<file path="src/rtl/uart_pkg.sv">
// Shared UART types and constants for the TX arbiter and the planned RX block.
// Latency: n/a (declarations only).
// Backpressure: n/a.
package uart_pkg;

    typedef enum logic [1:0] {
        IDLE,
        LOAD,
        WAIT
    } uart_state_e;

    localparam int UART_DATA_W     = 8;
    // Start bit + 8 data bits + stop bit.
    localparam int UART_FRAME_BITS = 10;

endpackage

</file>
<file path="src/rtl/uart_tx_arbiter_if.sv">
// Bundle between NUM_REQ byte producers, the arbiter and the uart_tx serializer pins.
// Latency: n/a (wires only).
// Backpressure: req_ready is the only accept; producers hold req_valid/req_data until accepted.
// Modports: master = producer/serializer side, slave = arbiter side.
interface uart_tx_arbiter_if #(
    parameter int NUM_REQ = 4
) ();
    import uart_pkg::*;

    localparam int GID_W = $clog2(NUM_REQ);

    logic [NUM_REQ-1:0]             req_valid;
    logic [NUM_REQ*UART_DATA_W-1:0] req_data;
    logic [NUM_REQ-1:0]             req_ready;
    logic                           baud_tick;
    logic                           tx_start;
    logic [UART_DATA_W-1:0]         tx_data;
    logic                           busy;
    logic [GID_W-1:0]               grant_id;

    modport master (
        output req_valid, req_data,
        input  req_ready, baud_tick, tx_start, tx_data, busy, grant_id
    );

    modport slave (
        input  req_valid, req_data,
        output req_ready, baud_tick, tx_start, tx_data, busy, grant_id
    );

endinterface

</file>
<file path="src/rtl/uart_baud_gen.sv">
// Free-running baud enable: one-cycle baud_tick every CLK_DIV system clocks.
// Latency: first tick CLK_DIV cycles after reset release.
// Backpressure: none, free-running.
// Ports: clk, rst (sync, active-high), baud_tick (out).
module uart_baud_gen #(
    parameter int CLK_DIV = 434
) (
    input  logic clk,
    input  logic rst,
    output logic baud_tick
);
    localparam int CNT_W = (CLK_DIV > 2) ? $clog2(CLK_DIV) : 1;
    localparam logic [CNT_W-1:0] CNT_LAST = CNT_W'(CLK_DIV - 1);

    logic [CNT_W-1:0] cnt_q;
    logic [CNT_W-1:0] cnt_d;

    always_comb begin
        baud_tick = (cnt_q == CNT_LAST);
        cnt_d     = baud_tick ? '0 : cnt_q + 1'b1;
    end

    always_ff @(posedge clk) begin
        if (rst) begin
            cnt_q <= '0;
        end else begin
            cnt_q <= cnt_d;
        end
    end

endmodule

</file>
<file path="src/rtl/uart_tx_arbiter.sv">
// Shares one uart_tx serializer between NUM_REQ byte producers (RR or fixed priority).
// Latency: accept -> tx_start 1 cycle; next accept after LOAD + FRAME_TICKS baud ticks + 1.
// Backpressure: req_ready only in IDLE, one-hot; all producers stall while a frame is in flight.
// Ports: clk, rst (sync, active-high), bus (uart_tx_arbiter_if.slave).
// Build option: define UART_ARB_FIXED_PRIO_EN for lowest-index-wins priority (no RR pointer).
module uart_tx_arbiter
    import uart_pkg::*;
#(
    parameter int NUM_REQ     = 4,
    parameter int CLK_DIV     = 434,
    parameter int FRAME_TICKS = 12
) (
    input logic               clk,
    input logic               rst,
    uart_tx_arbiter_if.slave  bus
);
    localparam int GID_W  = $clog2(NUM_REQ);
    localparam int TCNT_W = $clog2(FRAME_TICKS + 1);

    // The reserved window must at least cover load, one full frame and busy clear.
    if (FRAME_TICKS < UART_FRAME_BITS + 2) begin : g_frame_check
        $error("FRAME_TICKS shorter than one UART frame");
    end

    logic baud_tick;

    uart_baud_gen #(.CLK_DIV(CLK_DIV)) u_baud_gen (
        .clk       (clk),
        .rst       (rst),
        .baud_tick (baud_tick)
    );

    logic [NUM_REQ-1:0][UART_DATA_W-1:0] req_bytes;
    assign req_bytes = bus.req_data;

    uart_state_e            state_q,    state_d;
    logic                   tx_start_q, tx_start_d;
    logic [UART_DATA_W-1:0] tx_data_q,  tx_data_d;
    logic [GID_W-1:0]       grant_id_q, grant_id_d;
    logic [TCNT_W-1:0]      tick_cnt_q, tick_cnt_d;
    logic [NUM_REQ-1:0]     req_ready;
    logic [GID_W-1:0]       win;

`ifdef UART_ARB_FIXED_PRIO_EN
    // Lowest valid index wins; scanning downward leaves the lowest one in win.
    always_comb begin
        win = '0;
        for (int i = NUM_REQ - 1; i >= 0; i--) begin
            if (bus.req_valid[GID_W'(i)]) begin
                win = GID_W'(i);
            end
        end
    end
`else
    logic [GID_W-1:0] rr_ptr_q, rr_ptr_d;
    logic             found;
    int               sum;
    logic [GID_W-1:0] idx;

    // First valid index at or after the pointer, wrapping modulo NUM_REQ.
    always_comb begin
        win   = '0;
        found = 1'b0;
        sum   = 0;
        idx   = '0;
        for (int k = 0; k < NUM_REQ; k++) begin
            sum = int'(rr_ptr_q) + k;
            if (sum >= NUM_REQ) begin
                sum = sum - NUM_REQ;
            end
            idx = GID_W'(sum);
            if (!found && bus.req_valid[idx]) begin
                win   = idx;
                found = 1'b1;
            end
        end
    end
`endif

    always_comb begin
        state_d    = state_q;
        tx_start_d = tx_start_q;
        tx_data_d  = tx_data_q;
        grant_id_d = grant_id_q;
        tick_cnt_d = tick_cnt_q;
        req_ready  = '0;
`ifndef UART_ARB_FIXED_PRIO_EN
        rr_ptr_d   = rr_ptr_q;
`endif
        case (state_q)
            IDLE: begin
                // No accept while reset is held, so no byte is lost to the reset.
                if (|bus.req_valid && !rst) begin
                    req_ready[win] = 1'b1;
                    tx_data_d      = req_bytes[win];
                    grant_id_d     = win;
                    tx_start_d     = 1'b1;
                    state_d        = LOAD;
`ifndef UART_ARB_FIXED_PRIO_EN
                    rr_ptr_d       = (win == GID_W'(NUM_REQ - 1)) ? '0 : win + 1'b1;
`endif
                end
            end
            LOAD: begin
                // The serializer takes the start on the first tick seen here.
                if (baud_tick) begin
                    tick_cnt_d = '0;
                    tx_start_d = 1'b0;
                    state_d    = WAIT;
                end
            end
            WAIT: begin
                if (baud_tick) begin
                    if (tick_cnt_q == TCNT_W'(FRAME_TICKS - 1)) begin
                        state_d = IDLE;
                    end else begin
                        tick_cnt_d = tick_cnt_q + 1'b1;
                    end
                end
            end
            default: state_d = IDLE;
        endcase
    end

    always_ff @(posedge clk) begin
        if (rst) begin
            state_q    <= IDLE;
            tx_start_q <= 1'b0;
            tx_data_q  <= '0;
            grant_id_q <= '0;
            tick_cnt_q <= '0;
`ifndef UART_ARB_FIXED_PRIO_EN
            rr_ptr_q   <= '0;
`endif
        end else begin
            state_q    <= state_d;
            tx_start_q <= tx_start_d;
            tx_data_q  <= tx_data_d;
            grant_id_q <= grant_id_d;
            tick_cnt_q <= tick_cnt_d;
`ifndef UART_ARB_FIXED_PRIO_EN
            rr_ptr_q   <= rr_ptr_d;
`endif
        end
    end

    assign bus.req_ready = req_ready;
    assign bus.baud_tick = baud_tick;
    assign bus.tx_start  = tx_start_q;
    assign bus.tx_data   = tx_data_q;
    assign bus.grant_id  = grant_id_q;
    assign bus.busy      = (state_q != IDLE);

endmodule

</file>
<file path="src/flat_wrapper.sv">
// flat-port wrapper written by rule: the top's interface ports become plain ports
module uart_tx_arbiter_flat import uart_pkg::*;
#(
    parameter int NUM_REQ     = 4,
    parameter int CLK_DIV     = 434,
    parameter int FRAME_TICKS = 12
)
  (clk, rst, bus_req_valid, bus_req_data, bus_req_ready, bus_baud_tick, bus_tx_start, bus_tx_data, bus_busy, bus_grant_id);
  uart_tx_arbiter_if #(.NUM_REQ(NUM_REQ)) bus_i ();
  input logic clk;
  input logic rst;
  input wire logic [$bits(bus_i.req_valid)-1:0] bus_req_valid;
  input wire logic [$bits(bus_i.req_data)-1:0] bus_req_data;
  output wire logic [$bits(bus_i.req_ready)-1:0] bus_req_ready;
  output wire logic [$bits(bus_i.baud_tick)-1:0] bus_baud_tick;
  output wire logic [$bits(bus_i.tx_start)-1:0] bus_tx_start;
  output wire logic [$bits(bus_i.tx_data)-1:0] bus_tx_data;
  output wire logic [$bits(bus_i.busy)-1:0] bus_busy;
  output wire logic [$bits(bus_i.grant_id)-1:0] bus_grant_id;
  assign bus_i.req_valid = bus_req_valid;
  assign bus_i.req_data = bus_req_data;
  assign bus_req_ready = bus_i.req_ready;
  assign bus_baud_tick = bus_i.baud_tick;
  assign bus_tx_start = bus_i.tx_start;
  assign bus_tx_data = bus_i.tx_data;
  assign bus_busy = bus_i.busy;
  assign bus_grant_id = bus_i.grant_id;
  uart_tx_arbiter #(.NUM_REQ(NUM_REQ), .CLK_DIV(CLK_DIV), .FRAME_TICKS(FRAME_TICKS)) u_core (.clk(clk), .rst(rst), .bus(bus_i));
endmodule
</file>
<file path="config.mk">
export PLATFORM = sky130hd
export DESIGN_NAME = uart_tx_arbiter_flat
export DESIGN_NICKNAME = d
export VERILOG_FILES = /design/src/rtl/uart_pkg.sv /design/src/rtl/uart_tx_arbiter_if.sv /design/src/rtl/uart_baud_gen.sv /design/src/rtl/uart_tx_arbiter.sv /design/src/flat_wrapper.sv
export SDC_FILE = /design/constraint.sdc
export NUM_CORES = 1
export LEC_CHECK = 0
export CAP_MARGIN = 20
export CORE_MARGIN = 4
export CORE_UTILIZATION = 50
export CTS_BUF_LIST = sky130_fd_sc_hd__clkbuf_8
export CTS_CLUSTER_DIAMETER = 60
export DETAILED_ROUTE_END_ITERATION = 10
export PLACE_DENSITY = 0.89
export SYNTH_ARGS = -nofsm -noshare
export SYNTH_HDL_FRONTEND = slang
export SYNTH_SLANG_ARGS = --single-unit
</file>
<file path="constraint.sdc">
create_clock -name clk -period 4.9 [get_ports clk]
set_clock_uncertainty 0.1 [all_clocks]
set_input_delay 0.49 -clock clk [delete_from_list [all_inputs] [get_ports clk]]
set_output_delay 0.49 -clock clk [all_outputs]
set_load 0.02 [all_outputs]
</file>
Word-level counts from Yosys, hierarchy flattened. Index checks and enable logic that the tools add are counted.

$add $sub $neg: 10. Multipliers: 0. Div/mod/pow operators: 0. Magnitude comparators: 10. Equal/unequal tests: 10. Shift-type cells: 0. Multiplexer cells: 38. Bitwise operators: 0. Reduce and logical (&&, ||, !) cells: 19.

Operator list (count): $mux 2 (13); $mux 4 (5); $bmux 8 s2 (1); $lt 2x3->1 const B (5); $mux 1 (10); $add 9x1->9 const B (1); $eq 9x9->1 const B (1); $ge 3x3->1 const B (3); $bmux 1 s2 (4); $mux 8 (1); $pmux 4 s2 (1); $reduce_and 4->1 (2); $sub 2x1->2 const B (4); $add 2x2->3 const B (2); $ne 2x2->1 const B (3); $pmux 2 s3 (1); $reduce_bool 2->1 (3); $logic_and 1x1->1 (5); $add 4x1->4 const B (1); $eq 2x2->1 const B (2); $eq 4x4->1 const B (1); $logic_not 1->1 (4); $ne 2x1->1 const B (2); $reduce_or 4->1 (1); other kinds (11) (11).

Flip-flop bits (word level): 28. Latch bits: 0. Memory bits (writable): 0. Bits in read-only memories: 0. Input port bits: 38. Output and inout port bits: 17. Word-level logic and storage cells: 94. Memories: 0.

Depth between registers and ports, before layout. Gate-level depths: netlist (run 1).

Word-level depth: 20. Gate-level depth with buffers: 8. Mapped depth without buffers: 7.

By module. From an unflattened synthesis (run 1), not the netlist that was laid out.

Cells, all modules: 166. Area total of the unflattened synthesis: 1562.7 sq um.

Modules (own cells, without submodules): uart_tx_arbiter (instances 1, cells each 118, area each 1122.3 sq um, seq. area each 380.4 sq um); uart_baud_gen (instances 1, cells each 48, area each 440.4 sq um, seq. area each 180.2 sq um).

Worst setup path before layout (run 1). No wires, ideal clock.

Path kind: input -> output. From: input port bus_req_valid[2]. To: output port bus_req_ready[3]. Arrival time: 2089 ps. Slack: 2221 ps. Cell stages on the path: 7. Path buffers: 2. Cell sequence: nor2b_1 > nor4b_4 > or2_1 > buf_6 > buf_6 > ha_1 > nor3b_1.

Longest elaborated chain between the ends: 18. Elaborated cells between the ends (all ways): 30. Those cells by class: 2 x order compare; 19 x mux; 9 x reduce/logical.

Ends and longest elaborated chain: start: declaration (line flat_wrapper.sv:12) `input wire logic [$bits(bus_i.req_valid)-1:0] bus_req_valid;`; $bmux 1 s2 (line uart_tx_arbiter.sv:72) `if (!found && bus.req_valid[idx]) begin`; $mux 1 (not written as such) (line uart_tx_arbiter.sv:72); $mux 1 (line uart_tx_arbiter.sv:72); $logic_not 1->1 (line uart_tx_arbiter.sv:72); $logic_and 1x1->1 (line uart_tx_arbiter.sv:72); $mux 1 (line uart_tx_arbiter.sv:72); $logic_not 1->1 (line uart_tx_arbiter.sv:72); $logic_and 1x1->1 (line uart_tx_arbiter.sv:72); [2 not listed]; $logic_and 1x1->1 (line uart_tx_arbiter.sv:72); $mux 2 (line uart_tx_arbiter.sv:72); $lt 2x3->1 (not written as such) / $ge 2x1->1 (equally long branches) (line uart_tx_arbiter.sv:94) `req_ready[win] = 1'b1;`; $logic_and 1x1->1 (not written as such) (line uart_tx_arbiter.sv:94); $mux 1 (not written as such) (line uart_tx_arbiter.sv:94); $demux 1 s2; $mux 4 * (line uart_tx_arbiter.sv:93) `if (|bus.req_valid && !rst) begin`; $mux 4 * (line uart_tx_arbiter.sv:90) `case (state_q)`; end: declaration (line flat_wrapper.sv:14) `output wire logic [$bits(bus_i.req_ready)-1:0] bus_req_ready;`.

Mark *: on every way between the ends. The rest lies on a longest branch, timed or not. The select of a mux whose other input is x is not followed.

Worst setup path in the final report (run 1).
From: input port bus_req_valid[3]. To: output port bus_req_ready[3].

Same word-level chain as after synthesis.

==> impl_results.md, run 1 <==
- Sw Pwr: 0.181 mW
- Worst slew pin tran: 0.975 ns
- Most frequent cells in the layout: 54 x clkdlybuf4s50_1, 32 x nor2_1, 28 x dfxtp_1, 15 x nor3b_1, 12 x a21oi_1
- Via count: 1512
- Syn Std Cell Area: 1610 um^2
- Area contributors post-synth: dfxtp_1 35%, nor2_1 7.4%, nor3b_1 7.0%
- Met2 Use GR: 0.337
- Leak: 0.782 nW
- Post CTS Setup Buffer Count: 0
- CTS buffer count: 3
- Max Transition Viols Final: 0
- Distinct cell type count after synthesis: 38
- CP most frequent cell: clkdlybuf4s50_1
- Setup violators final: 0
- Power share of the combinational group: 0.309
- Diodes inserted: 0
- Initial DRC count: 90
- CTS max path bufs: 2
- Synthesis Warnings: 0
- Yosys top cell by area: dfxtp_1
- Layout area overhead: 37.1%
- Vias in the first global route: 1438
- Hold Worst Slack: 0.368 ns
- Remaining routing DRC violations: 0
- Clock power frac: 0.286
- Die Ht: 64.8 um
- Ports: 55
- RSZ-0062 raised after global routing: false
- Pre-CTS setup slack: 1.28 ns
- CP peak stage delay: 0.63 ns
- Nets: 280
- Hold Startpoint: u_core.bus.grant_id[0]
- Cells after DPL: 277
- Largest net degree at the start of global routing: 26
- Type of the worst setup path: input port to output port
- Clk pin slew, worst setup/hold paths: 0.10 ns
- Launching point of the worst reg2reg path: u_core.state_q[1]
- Top-area cell type share of the netlist area: 0.347
- Wire per inst: 13.6 um
- Min Tclk post-route: 3.63 ns
- Initial antenna violation count: 0
- Switching power share of the total: 0.284
- CP top delay family: buffers and inverters
- Root Driver: clkbuf_8
- M3 GR Usage: 0.0433
- Hold_buf cts: 0
- Gr ovfl total: 0
- Crit path from: bus_req_valid[3]
- Gates resized, CTS repair: 0
- Max_slew headroom: 0.348
- Peak supply drop: 0.000227 V
- Die area: 4200 um^2
- Sum Neg Setup Slack: 0 ns
- Sequential share of the synthesized area: 0.347
- Period utilization: 0.740
- Dpl hpwl: 2960 um
- CP endpoint kind: output port
- CP startpoint kind: input port
- Flop pwr share: 0.405
- M1 GR Usage: 0.252
- Routed WL: 3820 um
- Max-cap viol count: 0
- Crit path max-delay cell type: clkdlybuf4s50_1
- GRT Total Usage: 0.195
- Worst-skew pair later-pin latency: 0.28 ns
- Hold crit path type: flip-flop to flip-flop
- IO buf count: 54
- Required @ worst endpoint: 4.31 ns
- CP Buf/Inv Count: 3
- Drt pass-1 iters: 4
- Sink Count: 28
- Area of the core: 3080 um^2
- # rows: 20
- Final WS setup: 1.27 ns
- Gate Count Post-Synth: 187
- First-pass GRT wire length: 6550 um
- Fin. Hold Viols: 0
- Worst path arrival time: 3.04 ns
- Status: finished clean
- Fmax: 276 MHz
- Synthesis-stage register bit count: 28
- Avg Cell Area, Syn: 8.63 um^2
- Mapped Nets: 229
- Share of layout cells above drive strength 1: 0.0549
- Int Power: 0.457 mW
- Pwr/cell area: 288 nW/um^2
- Final ANT Viol Nets: 0
- Starting Density: 0.524
- Vias per cell: 5.38
- RePlAce Congestion: 0.851
- Busiest layer in global routing: met2
- CTS tree: yes
- Worst-path fanout max: 22
- H-tree depth: 1
- Most common cell after layout, fill and taps aside: clkdlybuf4s50_1
- Die W: 64.8 um
- Finished Layout Cells: 281
- Critical path, cell by cell: clkdlybuf4s50_1 > nor2_2 > nor4b_4 > or2_1 > buf_4 > ha_1 > nor3b_1 > clkdlybuf4s50_1
-- stage by stage --
step | utilization | area (um^2) | power, mW
3_5_place_dp | 0.696 | 2140 | 0.462
5_1_grt | 0.719 | 2210 | 0.672
3_3_place_gp | 0.696 | 2140 | 0.458
2_1_floorplan | - | 1610 | 0.393
4_1_cts | 0.719 | 2210 | 0.644
6_report | 0.719 | 2210 | 0.638
-- cell type report --
cell class,count,area (um^2)
well taps,44,55.1
fillers,262,866
inverters,4,15.0
repair buffers,56,556
flip-flops and latches,28,561
clock buffers,3,41.3
clock inverters,1,30.0
multi-input cells,145,955
-- cell families (layout without fill, tap and decap cells) --
kind of cell / count (synthesis) / in the layout / share of synthesized area
AOI/OAI and AO/OA: 37 / 37 / 0.150
xor gates and xnor gates: 7 / 7 / 0.0380
adders and majority gates: 4 / 4 / 0.0310
buffers and inverters: 14 / 64 / 0.0612
DFF: 28 / 28 / 0.347
muxes: 9 / 9 / 0.0558
and+or+nand+nor: 88 / 88 / 0.317
-- tightest hold or removal path, stage by stage, from the launching register on --
cell	delay, ns
dfxtp_1	0.32
nand2_1	0.05
a21oi_1	0.06
-- flip-flops by register name (all words and copies together) (netlist names) --
name and count:
u_core.bus.grant_id 2, u_core.bus.tx_data 8, u_core.bus.tx_start 1, u_core.rr_ptr_q 2, u_core.state_q 2, u_core.tick_cnt_q 4
u_core.u_baud_gen.cnt_q 9
-- path summary, 6_finish.rpt --
check | endpoint | slack (ns) | cells past startpoint
max | bus_req_ready[3] | 1.27 | 8
min reg2reg | u_core.bus.grant_id[0] | 0.37 | 2
max reg2reg | u_core.bus.tx_data[2] | 2.79 | 5
min | u_core.bus.grant_id[0] | 0.37 | 2
-- power by group through the flow --
stage | Sequential (mW) | Combinational (mW) | Clock (mW)
finish | 0.258 | 0.197 | 0.183
global route | 0.262 | 0.215 | 0.195
CTS | 0.258 | 0.199 | 0.187
detailed placement | 0.264 | 0.198 | 0
global placement | 0.263 | 0.195 | 0
floorplan | 0.278 | 0.116 | 0
-- synthesized netlist by cell type --
master and n:
nor2_1 32, dfxtp_1 28, nor3b_1 15, a21oi_1 12, nand2_1 10, mux2i_1 9, a211oi_1 8, nor2b_1 7
o22ai_1 7, nand3_1 5, o21ai_0 5, xnor2_1 5, buf_6 4, clkbuf_1 4, ha_1 4, inv_1 4
nand3b_1 3, nand2b_1 2, nand4_1 2, or2_1 2, xor2_1 2, a211oi_2 1, and4b_1 1, buf_1 1
buf_12 1, nand4b_1 1, nor2_2 1, nor4_1 1, nor4_2 1, nor4_4 1, nor4b_1 1, nor4b_4 1
o21a_1 1, o21ba_1 1, o21bai_1 1, o221ai_2 1, or2_4 1, or3_1 1
-- layer usage --
metal	vias to the layer above	part of all wire
li1	765	-
met3	2	0.056
met4	0	0.0037
met5	-	0
met2	46	0.50
met1	699	0.44
Note: power is estimated with default switching activity, not from simulation.
==> run 2: changes to the inputs <==
--- a/config.mk
+++ b/config.mk
@@ -7,11 +7,11 @@
 export LEC_CHECK = 0
 export CAP_MARGIN = 20
 export CORE_MARGIN = 4
-export CORE_UTILIZATION = 50
+export CORE_UTILIZATION = 47
 export CTS_BUF_LIST = sky130_fd_sc_hd__clkbuf_8
 export CTS_CLUSTER_DIAMETER = 60
 export DETAILED_ROUTE_END_ITERATION = 10
-export PLACE_DENSITY = 0.89
+export PLACE_DENSITY = 0.84
 export SYNTH_ARGS = -nofsm -noshare
 export SYNTH_HDL_FRONTEND = slang
 export SYNTH_SLANG_ARGS = --single-unit
==> constraint.sdc (replaced) <==
create_clock -name clk -period 3.7 [get_ports clk]
set_clock_uncertainty 0.1 [all_clocks]
set_input_delay 0.37 -clock clk [delete_from_list [all_inputs] [get_ports clk]]
set_output_delay 0.37 -clock clk [all_outputs]
set_load 0.02 [all_outputs]
==> run 2 against run 1 <==
  * Combinational power rose by 39%
  * Clock power rose by 34%
  * Sequential power is 33% higher
  * Via count up 0.20%
  * Critical path depth stayed put
  * Count of clock-buffer cells in the layout unchanged
  * Register-to-register slack got worse by 1.1 ns
  * Flip-flop and latch count did not move
  * Critical endpoint unchanged
  * Utilization is 4.4 points lower
  * Worst hold slack lost 0.0051 ns
  * Highest routed layer unchanged
  * Largest power group unchanged
==> impl_results.md, run 2 (synthesis gave the netlist of run 1 again) <==
- Ports: 55 (unchanged)
- Hold Worst Slack: 0.363 ns (-0.00510 ns)
- Die area: 4440 um^2 (+5.6%)
- H-tree depth: 1 (unchanged)
- Post CTS Setup Buffer Count: 0 (unchanged)
- Largest net degree at the start of global routing: 25 (-3.8%)
- Wire per inst: 13.7 um (+1.1%)
- Sum Neg Setup Slack: 0 ns (unchanged)
- Final ANT Viol Nets: 0 (unchanged)
- Period utilization: 0.853
- Status: finished clean
- Root Driver: clkbuf_8
- Drt pass-1 iters: 4 (unchanged)
- Share of layout cells above drive strength 1: 0.0744 (+0.0195)
- Most flops, register: u_core.u_baud_gen.cnt_q
- IO buf count: 54 (unchanged)
- Fin. Hold Viols: 0 (unchanged)
- Via count: 1515 (+0.20%)
- Gates resized, CTS repair: 0 (unchanged)
- CTS tree: yes
- Max reg flops: 9 (unchanged)
- CP endpoint kind: output port
- # rows: 21 (+5.0%)
- Leak: 0.807 nW (+3.1%)
- Initial antenna violation count: 0 (unchanged)
- CP peak stage delay: 0.65 ns (+0.02 ns)
- Worst path arrival time: 2.69 ns (-0.35 ns)
- Peak supply drop: 0.000257 V (+13%)
- Starting Density: 0.484 (-0.0407)
- Max_slew headroom: 0.473 (+0.125)
- Vias per cell: 5.26 (-2.2%)
- RSZ-0062 raised after global routing: false
- Initial DRC count: 44 (-51%)
- CP most frequent cell: clkdlybuf4s50_1
- Final core utilization: 0.675 (-0.0438)
- Routed WL: 3950 um (+3.6%)
- Critical path, cell by cell: clkdlybuf4s50_1 > nor2_2 > nor4b_4 > buf_4 > or2_1 > ha_1 > nor3b_1 > clkdlybuf4s50_1
- Most common cell after layout, fill and taps aside: clkdlybuf4s50_1
- CTS buffer count: 3 (unchanged)
- Hold crit path type: flip-flop to flip-flop
- Remaining routing DRC violations: 0 (unchanged)
- Die Ht: 66.6 um (+2.8%)
- Layout area overhead: 39.5%
- Max-cap viol count: 0 (unchanged)
- Clk pin slew, worst setup/hold paths: 0.10 ns (about the same)
- Sink Count: 28 (unchanged)
- RePlAce Congestion: 0.772 (-9.2%)
- Worst-path fanout max: 8 (-64%)
- CTS max path bufs: 2 (unchanged)
- Dpl hpwl: 3010 um (+1.4%)
- Setup violators final: 0 (unchanged)
- Required @ worst endpoint: 3.23 ns (-1.08 ns)
- GRT Total Usage: 0.196 (+0.000641)
- Most frequent cells in the layout: 54 x clkdlybuf4s50_1, 32 x nor2_1, 28 x dfxtp_1, 15 x nor3b_1, 12 x a21oi_1
- Type of the worst setup path: input port to output port
- Min Tclk post-route: 3.16 ns
- Area of the core: 3340 um^2 (+8.4%)
- Pwr/cell area: 382 nW/um^2 (+32%)
- Worst slew pin tran: 0.784 ns (-0.191 ns)
- CP startpoint kind: input port
- Hold_buf cts: 0 (unchanged)
- Vias in the first global route: 1495 (+4.0%)
- Worst-skew pair later-pin latency: 0.28 ns (about the same)
- Crit path max-delay cell type: clkdlybuf4s50_1
- Nets: 285 (+1.8%)
- First-pass GRT wire length: 6790 um (+3.7%)
- Gr ovfl total: 0 (unchanged)
- Diodes inserted: 0 (unchanged)
- Fmax: 317 MHz
- Max Transition Viols Final: 0 (unchanged)
- Die W: 66.6 um (+2.8%)
==> run 2: changes by cell type in the layout (fill, tap and decap cells not counted), sizes merged <==
cell / previous run / this run
buf: 2 / 7
==> run 2: final cells by class <==
type                       count  area [um^2]
clock buffer                   3         41.3
fill                         291         1080
inverter                       4         15.0
sequential                    28          561
timing repair buffer          61          593
multi-input combinational    145          955
clock inverter                 1         30.0
tap                           46         57.6
==> run 2: path summary, 6_finish.rpt <==
check | to | slack (ns) | cells past startpoint | from
worst max-delay path | bus_req_ready[3] | 0.54 | 8 | bus_req_valid[3]
worst min-delay path | u_core.bus.grant_id[1] | 0.36 | 2 | u_core.bus.grant_id[1]
worst max register to register | u_core.bus.tx_data[5] | 1.70 | 5 | u_core.state_q[1]
worst min register to register | u_core.bus.grant_id[1] | 0.36 | 2 | u_core.bus.grant_id[1]
==> run 2: power by group <==
group          internal [mW]  switching (mW)
Clock                  0.145          0.0996
Combinational          0.143           0.130
Sequential             0.326          0.0176
==> run 2: layer usage <==
metal  GRT usage  vias up  part of all wire
met2       0.335       34              0.48
met5           0        -                 0
li1            -      769                 -
met4      0.0584        0             0.014
met1       0.248      706              0.46
met3      0.0371        6             0.041
==> run 2: stage by stage <==
step	area (um^2)	worst slack [ns]	instances	power [mW]
floorplan	1610	1.26	187	0.521
CTS	2250	0.556	288	0.863
finish	2250	0.544	288	0.861
global placement	2180	0.634	284	0.617
global route	2250	0.451	288	0.902
detailed placement	2180	0.579	284	0.622
==> run 2: critical path: cells and delay by family <==
kind | cells | cell delay (ns)
fa+ha+maj | 1 | 0.15
simple gates | 4 | 0.76
buf+inv | 3 | 1.40
